File: config.mk
export PLATFORM = sky130hd
export DESIGN_NAME = icache_refill_ctrl
export DESIGN_NICKNAME = d
export VERILOG_FILES = /design/src/rtl/icache_refill_ctrl.sv
export SDC_FILE = /design/constraint.sdc
export NUM_CORES = 1
export LEC_CHECK = 0
export ABC_AREA = 1
export CELL_PAD_IN_SITES_DETAIL_PLACEMENT = 1
export CELL_PAD_IN_SITES_GLOBAL_PLACEMENT = 2
export CORE_ASPECT_RATIO = 1.2
export CORE_UTILIZATION = 40
export CTS_CLUSTER_DIAMETER = 80
export DETAILED_ROUTE_END_ITERATION = 10
export GPL_ROUTABILITY_DRIVEN = 1
export PLACE_DENSITY_LB_ADDON = 0.1
export REMOVE_ABC_BUFFERS = 1
export SLEW_MARGIN = 5
export SYNTH_ARGS = -nofsm -noshare
export SYNTH_HDL_FRONTEND = slang
export SYNTH_SLANG_ARGS = --single-unit
File: constraint.sdc
create_clock -name clock -period 8.7 [get_ports clock]
set_input_delay 1.74 -clock clock [delete_from_list [all_inputs] [get_ports clock]]
set_output_delay 1.74 -clock clock [all_outputs]
set_load 0.01 [all_outputs]
File: src/rtl/icache_refill_ctrl.sv
// Refill controller and tag/data store for a direct-mapped instruction cache.
// Hits answer one cycle after acceptance; misses go through a req/resp refill and are installed before replying.
module icache_refill_ctrl #(
    parameter int SETS   = 16,
    parameter int ADDR_W = 32
) (
    input  logic              clock,
    input  logic              reset,
    input  logic              fetch_req,
    input  logic [ADDR_W-1:0] fetch_pc,
    output logic              fetch_ready,
    output logic              fetch_valid,
    output logic [31:0]       fetch_instr,
    output logic              mem_req_valid,
    input  logic              mem_req_ready,
    output logic [ADDR_W-1:0] mem_req_addr,
    input  logic              mem_resp_valid,
    input  logic [31:0]       mem_resp_data,
    input  logic              inval,
    output logic [15:0]       miss_count
);
    localparam int SET_W = $clog2(SETS);
    localparam int BLK_W = ADDR_W - 3;
    localparam int TAG_W = BLK_W - SET_W;

    typedef enum logic [2:0] {IDLE, LOOKUP, REQ, WAIT, RESP} state_t;

    state_t           state;
    logic [SETS-1:0]  valid;
    logic [TAG_W-1:0] tag_mem  [SETS];
    logic [31:0]      data_mem [SETS];
    logic [BLK_W-1:0] blk_q;
    logic             lk_hit;
    logic             inval_pend;

    logic [BLK_W-1:0] req_blk;
    logic [SET_W-1:0] req_set;
    logic [TAG_W-1:0] req_tag;
    logic             req_hit;
    logic [SET_W-1:0] fill_set;
    logic [TAG_W-1:0] fill_tag;
    logic             unused_pc_bits;

    assign req_blk        = fetch_pc[ADDR_W-1:3];
    assign req_set        = req_blk[SET_W-1:0];
    assign req_tag        = req_blk[BLK_W-1:SET_W];
    assign req_hit        = valid[req_set] && (tag_mem[req_set] == req_tag);
    assign fill_set       = blk_q[SET_W-1:0];
    assign fill_tag       = blk_q[BLK_W-1:SET_W];
    assign unused_pc_bits = ^fetch_pc[2:0];

    assign fetch_ready = (state == IDLE) && !inval_pend;

    // Tag and data arrays carry no reset; only the valid bits qualify them.
    always_ff @(posedge clock) begin
        if (!reset && state == WAIT && mem_resp_valid) begin
            tag_mem[fill_set]  <= fill_tag;
            data_mem[fill_set] <= mem_resp_data;
        end
    end

    // The hit decision is taken at acceptance so fetch_valid can be a register
    // that is already high during LOOKUP. Arrays cannot change between the two.
    always_ff @(posedge clock) begin
        if (reset) begin
            state         <= IDLE;
            valid         <= '0;
            inval_pend    <= 1'b0;
            fetch_valid   <= 1'b0;
            fetch_instr   <= '0;
            mem_req_valid <= 1'b0;
            mem_req_addr  <= '0;
            miss_count    <= '0;
            blk_q         <= '0;
            lk_hit        <= 1'b0;
        end else begin
            if (inval) begin
                inval_pend <= 1'b1;
            end
            case (state)
                IDLE: begin
                    fetch_valid <= 1'b0;
                    if (inval_pend) begin
                        valid      <= '0;
                        inval_pend <= inval;
                    end else if (fetch_req) begin
                        blk_q       <= req_blk;
                        lk_hit      <= req_hit;
                        fetch_valid <= req_hit;
                        if (req_hit) begin
                            fetch_instr <= data_mem[req_set];
                        end
                        state <= LOOKUP;
                    end
                end
                LOOKUP: begin
                    fetch_valid <= 1'b0;
                    if (lk_hit) begin
                        state <= IDLE;
                    end else begin
                        if (miss_count != '1) begin
                            miss_count <= miss_count + 1'b1;
                        end
                        mem_req_valid <= 1'b1;
                        mem_req_addr  <= {blk_q, 3'b000};
                        state         <= REQ;
                    end
                end
                REQ: begin
                    if (mem_req_ready) begin
                        mem_req_valid <= 1'b0;
                        state         <= WAIT;
                    end
                end
                WAIT: begin
                    if (mem_resp_valid) begin
                        valid[fill_set] <= 1'b1;
                        fetch_valid     <= 1'b1;
                        fetch_instr     <= mem_resp_data;
                        state           <= RESP;
                    end
                end
                RESP: begin
                    fetch_valid <= 1'b0;
                    state       <= IDLE;
                end
                default: state <= IDLE;
            endcase
        end
    end
endmodule

== After elaboration in Yosys (flattened, before gate mapping) ==
Memories as Yosys holds them, arrays and structs flattened.
Index checks and enable logic that the tools add are counted.

* Bits in registers: 129
* Memory bits (writable): 912
* Input port bits: 70
* Output and inout bits: 83
* Logic and storage cells: 82
* Memories kept: 2

* $add $sub $neg: 1
* $lt $le $gt $ge: 3
* Equality and inequality tests: 13
* Multiplexer cells: 30
* Bitwise operators: 3
* Reductions and logical operators: 20

{| class="wikitable"
|+ Memory list
! name !! words !! width !! rd ports !! clocked after Yosys merged registers in !! write ports !! RTL line !! text
|-
| data_mem || 16 || 32 || 1 || 0 || 1 || 31 || <nowiki>logic [31:0] data_mem [SETS];</nowiki>
|-
| tag_mem || 16 || 25 || 1 || 0 || 1 || 30 || <nowiki>logic [TAG_W-1:0] tag_mem [SETS];</nowiki>
|}

{| class="wikitable"
|+ Operators with widths
! cell !! count
|-
| $mux W32 || 4
|-
| $pmux W32 S2 || 1
|-
| $mux W16 || 2
|-
| $pmux W16 S2 || 1
|-
| $eq A25 B25 Y1 || 1
|-
| $add A16 B1 Y16 const B || 1
|-
| $ne A16 B16 Y1 const B || 1
|-
| $or A16 B16 Y16 || 1
|-
| $ne A2 B2 Y1 const B || 7
|-
| $mux W1 || 12
|-
| $mux W3 || 4
|-
| $pmux W3 S4 || 1
|-
| $reduce_and A3 Y1 || 4
|-
| $lt A4 B5 Y1 const B || 2
|-
| $eq A3 B2 Y1 const B || 2
|-
| $logic_and A1 B1 Y1 || 5
|-
| $reduce_and A5 Y1 || 1
|-
| $bmux W1 S4 || 1
|-
| $demux W1 S4 || 1
|-
| $ge A4 B1 Y1 const B || 1
|-
| $reduce_and A2 Y1 || 2
|-
| $reduce_and A4 Y1 || 1
|-
| $reduce_bool A2 Y1 || 2
|-
| $eq A3 B1 Y1 const B || 1
|-
| 9 further kinds || 11
|}

== Longest topological paths before layout ==
Gate-level depths: netlist of the first run.

* Depth after elaboration: 7
* Gate-level depth with buffers: 21
* Gate-level depth less buffers: 18

== Worst setup path after synthesis of the first run ==
No wires, ideal clock.

* Path type: input-to-reg
* From: in reset
* To: mem data_mem[10][0] (enable)
* Setup time: 542 ps
* Data arrival time: 6,364 ps
* Required time: 8,158 ps
* Slack: 1,794 ps
* Stages on the path: 5
* Buffers on the path: 2
* Cell sequence: clkbuf_1 -> nor3_1 -> inv_1 -> clkbuf_1 -> nor3_1

* Cells in the longest elaborated chain, start to end: 5

{| class="wikitable"
|+ RTL lines
! element !! RTL line !! text
|-
| from (decl) || 8 || <nowiki>input logic reset,</nowiki>
|-
| $logic_not A1 Y1 || 56 || <nowiki>if (!reset && state == WAIT && mem_resp_valid) begin</nowiki>
|-
| $logic_and A1 B1 Y1 (2 in series) || 56 ||
|-
| $mux W1 || 56 ||
|-
| $mux W1 (not written as such) || 58 || <nowiki>data_mem[fill_set] <= mem_resp_data;</nowiki>
|-
| to (decl) || 31 ||
|}

Every way passes these cells.

== Worst setup path after layout of the first run ==
* From: in fetch_pc[3]
* To: reg fetch_instr[2]

* Cells in the longest elaborated chain, start to end: 5
* Elaborated cells between the ends (all ways): 12
* Classes of those cells: eq/ne: 2; mux: 6; reduce/logical: 2; memory: 2

{| class="wikitable"
|+ RTL lines
! element !! RTL line !! text
|-
| from (decl) || 10 || <nowiki>input logic [ADDR_W-1:0] fetch_pc,</nowiki>
|-
| $mem_v2 Z16 W25, or another cell as far along || - ||
|-
| $eq A25 B25 Y1, or another cell as far along || 47 || <nowiki>assign req_hit = valid[req_set] && (tag_mem[req_set] == req_tag);</nowiki>
|-
| $logic_and A1 B1 Y1 / $mux W32 (equally long branches) || 47, 86 ||
|-
| $ne A2 B2 Y1 (no source line) / $mux W32 (equally long branches) || - ||
|-
| $reduce_and A5 Y1 (no source line) / $pmux W32 S2 (equally long branches) || - ||
|-
| to (signal assigned) || 91 || <nowiki>fetch_instr <= data_mem[req_set];</nowiki>
|-
| to (signal assigned) || 119 || <nowiki>fetch_instr <= mem_resp_data;</nowiki>
|-
| to (decl) || 13 || <nowiki>output logic [31:0] fetch_instr,</nowiki>
|}

Parallel ways exist; a longest one is shown, timed or not. The select of a mux whose other input is x is not followed.
A chain may end at the register's enable or synchronous reset.

==> results.py, run 1 <==
metrics = {
    "yosys": {
        "yosysWarnings": 0,
        "synthAdderAreaFrac": 0.000298,
        "synth-xor-area-share": 0,
        "synth_mux_area_frac": 0.00215,
        "synth_top_family_by_area": "simple AND/OR/NAND/NOR gates",
        "synthArstFlopShare": 0,
        "yosysTopAreaCell": "edfxtp_1",
        "synth-simple-area-share": 0.147,
        "synth_area_leaders": "edfxtp_1, dfxtp_1, nand2_1",
        "synth_top_area_frac": 0.652,
        "synth_edf_count": 912,
        "synth_compound_area_frac": 0.0910,
        "syn_area_sq_mm": 0.0420,
        "synth_seq_cells": 1041,
        "avgSynthCellArea_sq_um": 11.4,
        "synth_cell_type_count": 33,
        "postSynthCellCount": 3690,
        "yosysSeqAreaShare": 0.714,
        "synth-main-ff-cell": "edfxtp_1",
    },
    "detailed_routing": {
        "firstDrtPassIters": 7,
        "routed_wl_um": 129000,
        "via_per_inst": 5.51,
        "ant_nets": 0,
        "post_drt_wl_per_cell_um": 24.7,
        "drt-initial-drc-count": 1835,
        "routed-via-count": 28900,
        "drc": 0,
    },
    "clocking": {
        "cts_root_buf": "clkbuf_16",
        "cts_setup_buffers": 0,
        "cts_tree": "built",
        "clk_latency_ns": 0.68,
        "h-tree-depth": 3,
        "cts_sinks": 1041,
        "clockBufferDepth": 3,
        "clk_pin_slew_worst_paths_ns": 0.06,
        "cts_buffers": 108,
        "ctsHoldBuffers": 0,
        "cts_resized": 0,
    },
    "layout": {
        "final_area_sq_mm": 0.0483,
        "area_growth_pct": 15.1,
        "final_cell_mix": "edfxtp_1, nand2_1, nor2_1",
        "nets": 3841,
        "layout_commonest_cell": "edfxtp_1",
        "drive_above_1_share": 0.0675,
    },
    "placement": {
        "dp_slack_ns": 2.36,
        "place_area_sq_mm": 0.0448,
        "dp_hpwl_um": 65600,
        "port_buffers": 146,
        "globalplace.congestion": 0.749,
    },
    "timing": {
        "hold_viol_final": 0,
        "fin_crit_sh": 0.650,
        "max_freq_ghz": 0.177,
        "fin_skew_ns": 0.0274,
        "layout_setup_ws_ns": 3.04,
        "rsz0062_at_grt": "no",
        "period_needed_ns": 5.66,
        "setup_viol": 0,
        "max_slew_margin": 0.191,
        "fin_tns_setup_ns": 0,
        "worst_pin_slew_ns": 1.21,
        "report.final.slew_viol_count": 0,
    },
    "power_and_ir_drop": {
        "p_leak_nw": 17.2,
        "peakVddDrop_uv": 167,
        "p_per_area_mw_per_mm2": 239,
    },
    "critical_path": {
        "worstPathCellList": "buf_8 > buf_4 > nand2_1 > nand2_1 > nand2_1 > nand3_1 > nand3_1 > nand3_1 > nand2_1 > nor2_1 > nand3_1 > nor2_1 > nand4_1 > nand2_2 > buf_4 > nand3_1 > nand2_1 > nor2_1",
        "slowest_delay_ns": 0.87,
        "crit_required_ns": 9.27,
        "end_kind": "register",
        "crit_path_start_kind": "primary input",
        "crit_type": "primary input to register",
        "cp_max_fo": 111,
        "cp_slowest_cell": "buf_4",
        "arrival_ns": 6.22,
        "critical_path.top_delay_family": "simple AND/OR/NAND/NOR gates",
        "critPathBufInv": 3,
    },
    "floorplanning": {
        "dieHeight_um": 357,
        "initial_core_util": 0.405,
        "core_area_sq_mm": 0.104,
        "die_x_um": 298,
        "io_pins": 153,
        "dieArea_sq_mm": 0.106,
        "rows": 129,
    },
    "grt": {
        "track_usage": 0.244,
        "antenna_found_initial": 10,
        "first_global_vias": 30700,
        "grt_pass1_wl_um": 193000,
        "overflow": 0,
        "grt_max_degree": 183,
    },
    "outcome": {
        "status": "finished, final reports clean",
    },
    "worst_hold_path": {
        "hp-class": "register to register",
    },
    "run": {
        "maxCapViolCount": 0,
    },
}
-- cell usage after synthesis (2+ instances only) --
cell      count
inv_1       230
clkbuf_1    139
nor3b_1       3
buf_2        56
edfxtp_1    912
o221ai_1    100
nand3_1     340
nor2_1      485
o22ai_1      28
o211ai_1     27
mux2i_1       9
dfxtp_1     129
or2_2         4
nand4_1       9
nor3_1       27
or2_1         2
nand2_1     630
a21oi_1     101
o21ai_0     387
buf_6         7
buf_1        26
a31oi_1      11
inv_2         4
buf_4         9
o21ai_1       7
-- flip-flops by register name, summed over array words and instances, names as in the netlist --
register       flops
blk_q             29
valid             16
mem_req_addr      29
data_mem         512
state              3
fetch_valid        1
lk_hit             1
tag_mem          400
inval_pend         1
mem_req_valid      1
miss_count        16
fetch_instr       32
-- final cells by class --
class | instances | area, sq um
Multi-Input combinational cell | 2179 | 10200
Fill cell | 10900 | 55300
Sequential cell | 1041 | 30000
Timing Repair Buffer | 205 | 1990
Inverter | 235 | 902
Tap cell | 1375 | 1720
Clock buffer | 137 | 2930
Antenna cell | 4 | 10.0
Clock inverter | 67 | 617
-- routing by layer --
metal  vias up  routed length [um]  GRT usage
met5         -                  25          0
met4         4                3680     0.0813
met1     14900               55100      0.302
met2       543               66000      0.439
met3       205                4530     0.0319
li1      13200                   -          -
-- per-stage QoR --
step | utilization | instances | total power (W) | hold WS, ns
after global routing | 0.466 | 5242 | 0.0120 | 0.489
after global placement | 0.432 | 5035 | 0.00701 | 0.443
after floorplan | - | 3455 | 0.00638 | 0.435
after detailed placement | 0.432 | 5035 | 0.00706 | 0.455
final | 0.466 | 5243 | 0.0116 | 0.464
after CTS | 0.466 | 5239 | 0.0117 | 0.464
-- cells by family after synthesis --
logic type,Yosys count
AND/OR/NAND/NOR,1503
flip-flops,1041
AO/OA/AOI/OAI,663
buffers and inverters,472
multiplexers,9
adder cells (fa/ha/maj),1
other,1
-- where the power goes --
part	total (W)	internal, W	switching [W]
sequential	0.00580	0.00564	0.000165
combinational	0.00113	0.000354	0.000777
clock	0.00462	0.00268	0.00195
total	0.0116	0.00867	0.00289
-- worst min-delay path, delay by kind of cell (launching register included) --
| kind | cells | cell delay [ns] |
|---|---|---|
| AO/OA/AOI/OAI | 1 | 0.06 |
| buffers and inverters | 1 | 0.06 |
| flip-flops | 1 | 0.30 |
-- final timing paths --
check | to | depth (start not counted) | start | slack, ns
setup / recovery | fetch_instr[2] | 18 | fetch_pc[3] | 3.04
hold reg to reg | valid[1] | 2 | valid[1] | 0.46
setup reg to reg | tag_mem[14][9] | 11 | state[0] | 4.90
hold / removal | valid[1] | 2 | valid[1] | 0.46
Note: power is estimated with default switching activity, not from simulation.
==> inputs of run 2 (changes only) <==
Settings changed: CORE_UTILIZATION 40 to 38.
Clock period 8.7 ns to 5.1 ns, I/O delays scaled along.
==> results.py, run 2 (synthesis results as in run 1) <==
metrics = {
    "outcome": {
        "status": "finished, final reports clean",
    },
    "floorplanning": {
        "io_pins": 153,
        "dieArea_sq_mm": 0.112,
        "rows": 133,
        "dieHeight_um": 366,
        "die_x_um": 305,
        "initial_core_util": 0.383,
        "core_area_sq_mm": 0.109,
    },
    "detailed_routing": {
        "ant_nets": 0,
        "post_drt_wl_per_cell_um": 25.0,
        "firstDrtPassIters": 5,
        "routed-via-count": 28900,
        "routed_wl_um": 133000,
        "drt-initial-drc-count": 1732,
        "via_per_inst": 5.45,
        "drc": 0,
    },
    "timing": {
        "rsz0062_at_grt": "no",
        "period_needed_ns": 3.72,
        "worst_pin_slew_ns": 1.11,
        "hold_viol_final": 0,
        "setup_viol": 0,
        "fin_skew_ns": 0.0282,
        "fin_crit_sh": 0.729,
        "hold-worst-slack_ns": 0.457,
        "max_freq_ghz": 0.269,
        "report.final.slew_viol_count": 0,
        "max_slew_margin": 0.257,
    },
    "clocking": {
        "cts_sinks": 1041,
        "cts_setup_buffers": 0,
        "ctsHoldBuffers": 0,
        "h-tree-depth": 3,
        "cts_resized": 0,
        "clk_latency_ns": 0.70,
        "cts_root_buf": "clkbuf_16",
        "cts_buffers": 110,
        "cts_tree": "built",
        "clk_pin_slew_worst_paths_ns": 0.06,
        "clockBufferDepth": 3,
    },
    "critical_path": {
        "crit_type": "primary input to register",
        "critPathMostFrequentCell": "nand2_1",
        "critPathBufInv": 4,
        "cp_max_fo": 62,
        "crit_path_start_kind": "primary input",
        "arrival_ns": 4.35,
        "r2r_slack_ns": 2.03,
        "cp_slowest_cell": "inv_6",
        "slowest_delay_ns": 0.49,
        "crit_required_ns": 5.74,
        "critical_path.top_delay_family": "simple AND/OR/NAND/NOR gates",
        "end_kind": "register",
        "worstPathCellList": "buf_6 > inv_6 > buf_12 > nor2_1 > nand2_1 > nand3_1 > nand3_1 > nand2_1 > nand2_1 > nand2_1 > nor2_1 > nand2_1 > nor2_1 > nand4_1 > nand2_2 > nand2_2 > buf_4 > nand2_1 > nand2_1 > nor2_1",
    },
    "layout": {
        "largest_register_ffs": 512,
        "layout_commonest_cell": "edfxtp_1",
        "final_cell_mix": "edfxtp_1, nand2_1, nor2_1",
        "final_area_sq_mm": 0.0489,
        "nets": 3863,
        "drive_above_1_share": 0.0703,
        "top_register": "data_mem",
        "top_regs": "data_mem (512), tag_mem (400), fetch_instr (32)",
        "area_growth_pct": 16.4,
    },
    "placement": {
        "dp_hpwl_um": 69100,
        "globalplace.congestion": 0.745,
        "place_area_sq_mm": 0.0453,
        "port_buffers": 146,
    },
    "power_and_ir_drop": {
        "peakVddDrop_uv": 289,
        "p_per_area_mw_per_mm2": 407,
        "p_leak_nw": 17.3,
    },
    "worst_hold_path": {
        "hp-class": "register to register",
    },
    "grt": {
        "first_global_vias": 30800,
        "antenna_found_initial": 6,
        "track_usage": 0.236,
        "overflow": 0,
        "grt_max_degree": 148,
        "grt_pass1_wl_um": 197000,
    },
    "run": {
        "maxCapViolCount": 0,
    },
}
-- run 2: cell types whose count changed in the layout (fill, tap and decap cells not counted), moves of 2 or more --
cell | previous run | this run
inv_6 | 2 | 4
clkbuf_8 | 10 | 6
buf_12 | 7 | 30
clkinv_2 | 27 | 20
buf_4 | 54 | 51
clkbuf_16 | 109 | 111
clkbuf_1 | 18 | 27
-- run 2: path summary, 6_finish.rpt --
kind,startpoint,cells after the start,to
setup reg to reg,state[0],9,tag_mem[0][0]
hold / removal,valid[3],2,valid[3]
setup / recovery,fetch_pc[4],20,fetch_instr[17]
hold reg to reg,valid[3],2,valid[3]
-- run 2: area by class of cell --
type / count / area (sq um)
Multi-Input combinational cell: 2179 / 10200
Clock inverter: 60 / 623
Sequential cell: 1041 / 30000
Timing Repair Buffer: 225 / 2430
Tap cell: 1417 / 1770
Inverter: 235 / 901
Clock buffer: 144 / 2960
Antenna cell: 3 / 7.51
Fill cell: 11500 / 60600
-- run 2: through the flow --
stage	setup TNS, ns	instances	power, W	worst slack (ns)	util
5_1_grt	0	5302	0.0206	1.11	0.446
4_1_cts	0	5301	0.0201	1.36	0.446
3_5_place_dp	0	5097	0.0121	0.629	0.413
3_3_place_gp	0	5097	0.0120	0.597	0.413
6_report	0	5304	0.0199	1.38	0.446
2_1_floorplan	-1928.71	3455	0.0109	-2.06	-
-- run 2: worst min-delay path: stages, from the launching register on --
cell and delay (ns):
dfxtp_1 0.29, inv_1 0.06, a21oi_1 0.06
-- run 2: layer usage --
metal | global-route usage | share of wire
met5 | 0 | 0.00026
met4 | 0.0656 | 0.022
met3 | 0.0289 | 0.031
met2 | 0.425 | 0.52
met1 | 0.297 | 0.43
-- run 2: where the power goes --
group          switching [W]  internal [W]
sequential          0.000281       0.00962
clock                0.00336       0.00464
combinational        0.00134      0.000629
total                0.00499        0.0149
==> inputs of run 3 (changes only) <==
Settings changed: CORE_UTILIZATION 38 to 40.
Clock period 5.1 ns to 3.7 ns, I/O delays scaled along.
==> results.py, run 3 (synthesis results as in run 1) <==
metrics = {
    "detailed_routing": {
        "drc": 0,
        "routed-via-count": 28900,
        "via_per_inst": 5.43,
        "ant_nets": 0,
        "post_drt_wl_per_cell_um": 24.1,
        "drt-initial-drc-count": 1639,
        "routed_wl_um": 128000,
        "firstDrtPassIters": 5,
    },
    "worst_hold_path": {
        "hp-class": "register to register",
        "min_from": "valid[2]",
    },
    "critical_path": {
        "cp_max_fo": 4,
        "crit_path_start_kind": "register",
        "cp_slowest_cell": "clkdlybuf4s50_1",
        "slowest_delay_ns": 0.54,
        "end_kind": "primary output",
        "critPathBufInv": 4,
        "crit_required_ns": 2.96,
        "critical_path.startpoint": "state[1]",
        "critical_path.top_delay_family": "buffers and inverters",
        "timing.rr.start": "state[0]",
        "worstPathCellList": "inv_1 > nand2_1 > nor2_1 > buf_4 > inv_1 > nor2_1 > clkdlybuf4s50_1",
        "crit_type": "register to primary output",
        "arrival_ns": 2.22,
    },
    "placement": {
        "globalplace.congestion": 0.779,
        "place_inst": 5106,
        "dp_hpwl_um": 71000,
        "port_buffers": 146,
    },
    "power_and_ir_drop": {
        "p_per_area_mw_per_mm2": 562,
        "p_leak_nw": 17.8,
        "peakVddDrop_uv": 404,
    },
    "layout": {
        "area_growth_pct": 18.0,
        "top_regs": "data_mem (512), tag_mem (400), fetch_instr (32)",
        "nets": 3914,
        "largest_register_ffs": 512,
        "final_util": 0.478,
        "drive_above_1_share": 0.0845,
        "layout_commonest_cell": "edfxtp_1",
        "fillers": 10800,
        "final_cell_mix": "edfxtp_1, nand2_1, nor2_1",
        "stdcell_count": 5315,
        "top_register": "data_mem",
    },
    "grt": {
        "overflow": 0,
        "grt_max_degree": 106,
        "antenna_found_initial": 3,
        "track_usage": 0.240,
        "grt_pass1_wl_um": 191000,
        "first_global_vias": 30700,
    },
    "timing": {
        "hold_viol_final": 0,
        "rsz0062_at_grt": "no",
        "max_slew_margin": 0.282,
        "worst_pin_slew_ns": 1.07,
        "fin_skew_ns": 0.0309,
        "fin_crit_sh": 0.801,
        "setup_viol": 0,
        "max_freq_ghz": 0.337,
        "report.final.slew_viol_count": 0,
        "period_needed_ns": 2.96,
    },
    "clocking": {
        "cts_tree": "built",
        "cts_sinks": 1041,
        "clk_latency_ns": 0.71,
        "ctsHoldBuffers": 0,
        "cts_setup_buffers": 0,
        "clk_pin_slew_worst_paths_ns": 0.06,
        "cts_resized": 0,
        "clockBufferDepth": 3,
        "cts_buffers": 110,
        "cts_root_buf": "clkbuf_16",
        "h-tree-depth": 3,
    },
    "outcome": {
        "status": "finished, final reports clean",
    },
    "floorplanning": {
        "core_area_sq_mm": 0.104,
        "die_x_um": 298,
        "io_pins": 153,
        "rows": 129,
        "dieArea_sq_mm": 0.106,
        "dieHeight_um": 357,
        "initial_core_util": 0.405,
    },
    "run": {
        "maxCapViolCount": 0,
    },
}
run 3: metal layers:
layer	share of wire	wire length [um]	up-vias	global-route usage
li1	-	-	13300	-
met1	0.43	54500	14800	0.299
met2	0.51	64800	544	0.427
met3	0.037	4730	218	0.0313
met4	0.031	4040	4	0.0899
met5	0.00022	28	-	0
run 3: metrics by stage:
stage	total power, W	area [sq um]	setup slack, ns	hold slack, ns	TNS (ns)
after floorplan	0.0150	40900	-3.46	0.435	-3243.76
after global placement	0.0166	45800	-0.0123	0.445	-0.0310
after detailed placement	0.0167	45800	0.0231	0.450	0
after CTS	0.0281	49500	0.666	0.460	0
after global routing	0.0288	49500	0.507	0.483	0
final	0.0278	49500	0.735	0.460	0
run 3: area by class of cell:
type / instances / area (sq um) / share of cell area
multi-input cells: 2179 / 10200 / 0.206
diodes: 1 / 2.50 / 0.0000505
inverters: 235 / 900 / 0.0182
flip-flops and latches: 1041 / 30000 / 0.605
repair buffers: 276 / 3000 / 0.0606
well taps: 1375 / 1720 / 0.0347
clock inverters: 41 / 504 / 0.0102
clock buffers: 167 / 3230 / 0.0653
run 3: path summary, 6_finish.rpt:
path                           to  slack (ns)  cells after the start
hold / removal           valid[2]        0.46                      2
setup / recovery      fetch_ready        0.74                      7
setup reg to reg  data_mem[15][0]        0.95                      9
hold reg to reg          valid[2]        0.46                      2
run 3: worst min-delay path, delay by kind of cell (launching register included):
kind	cells	cell delay, ns
AO/OA/AOI/OAI	1	0.06
buffers and inverters	1	0.06
flip-flops	1	0.30
run 3: report_power, final:
part | total [W] | switching (W) | internal, W | leakage, nW
clock | 0.0114 | 0.00460 | 0.00677 | 1.83
sequential | 0.0137 | 0.000403 | 0.0133 | 9.32
combinational | 0.00278 | 0.00183 | 0.000951 | 6.60
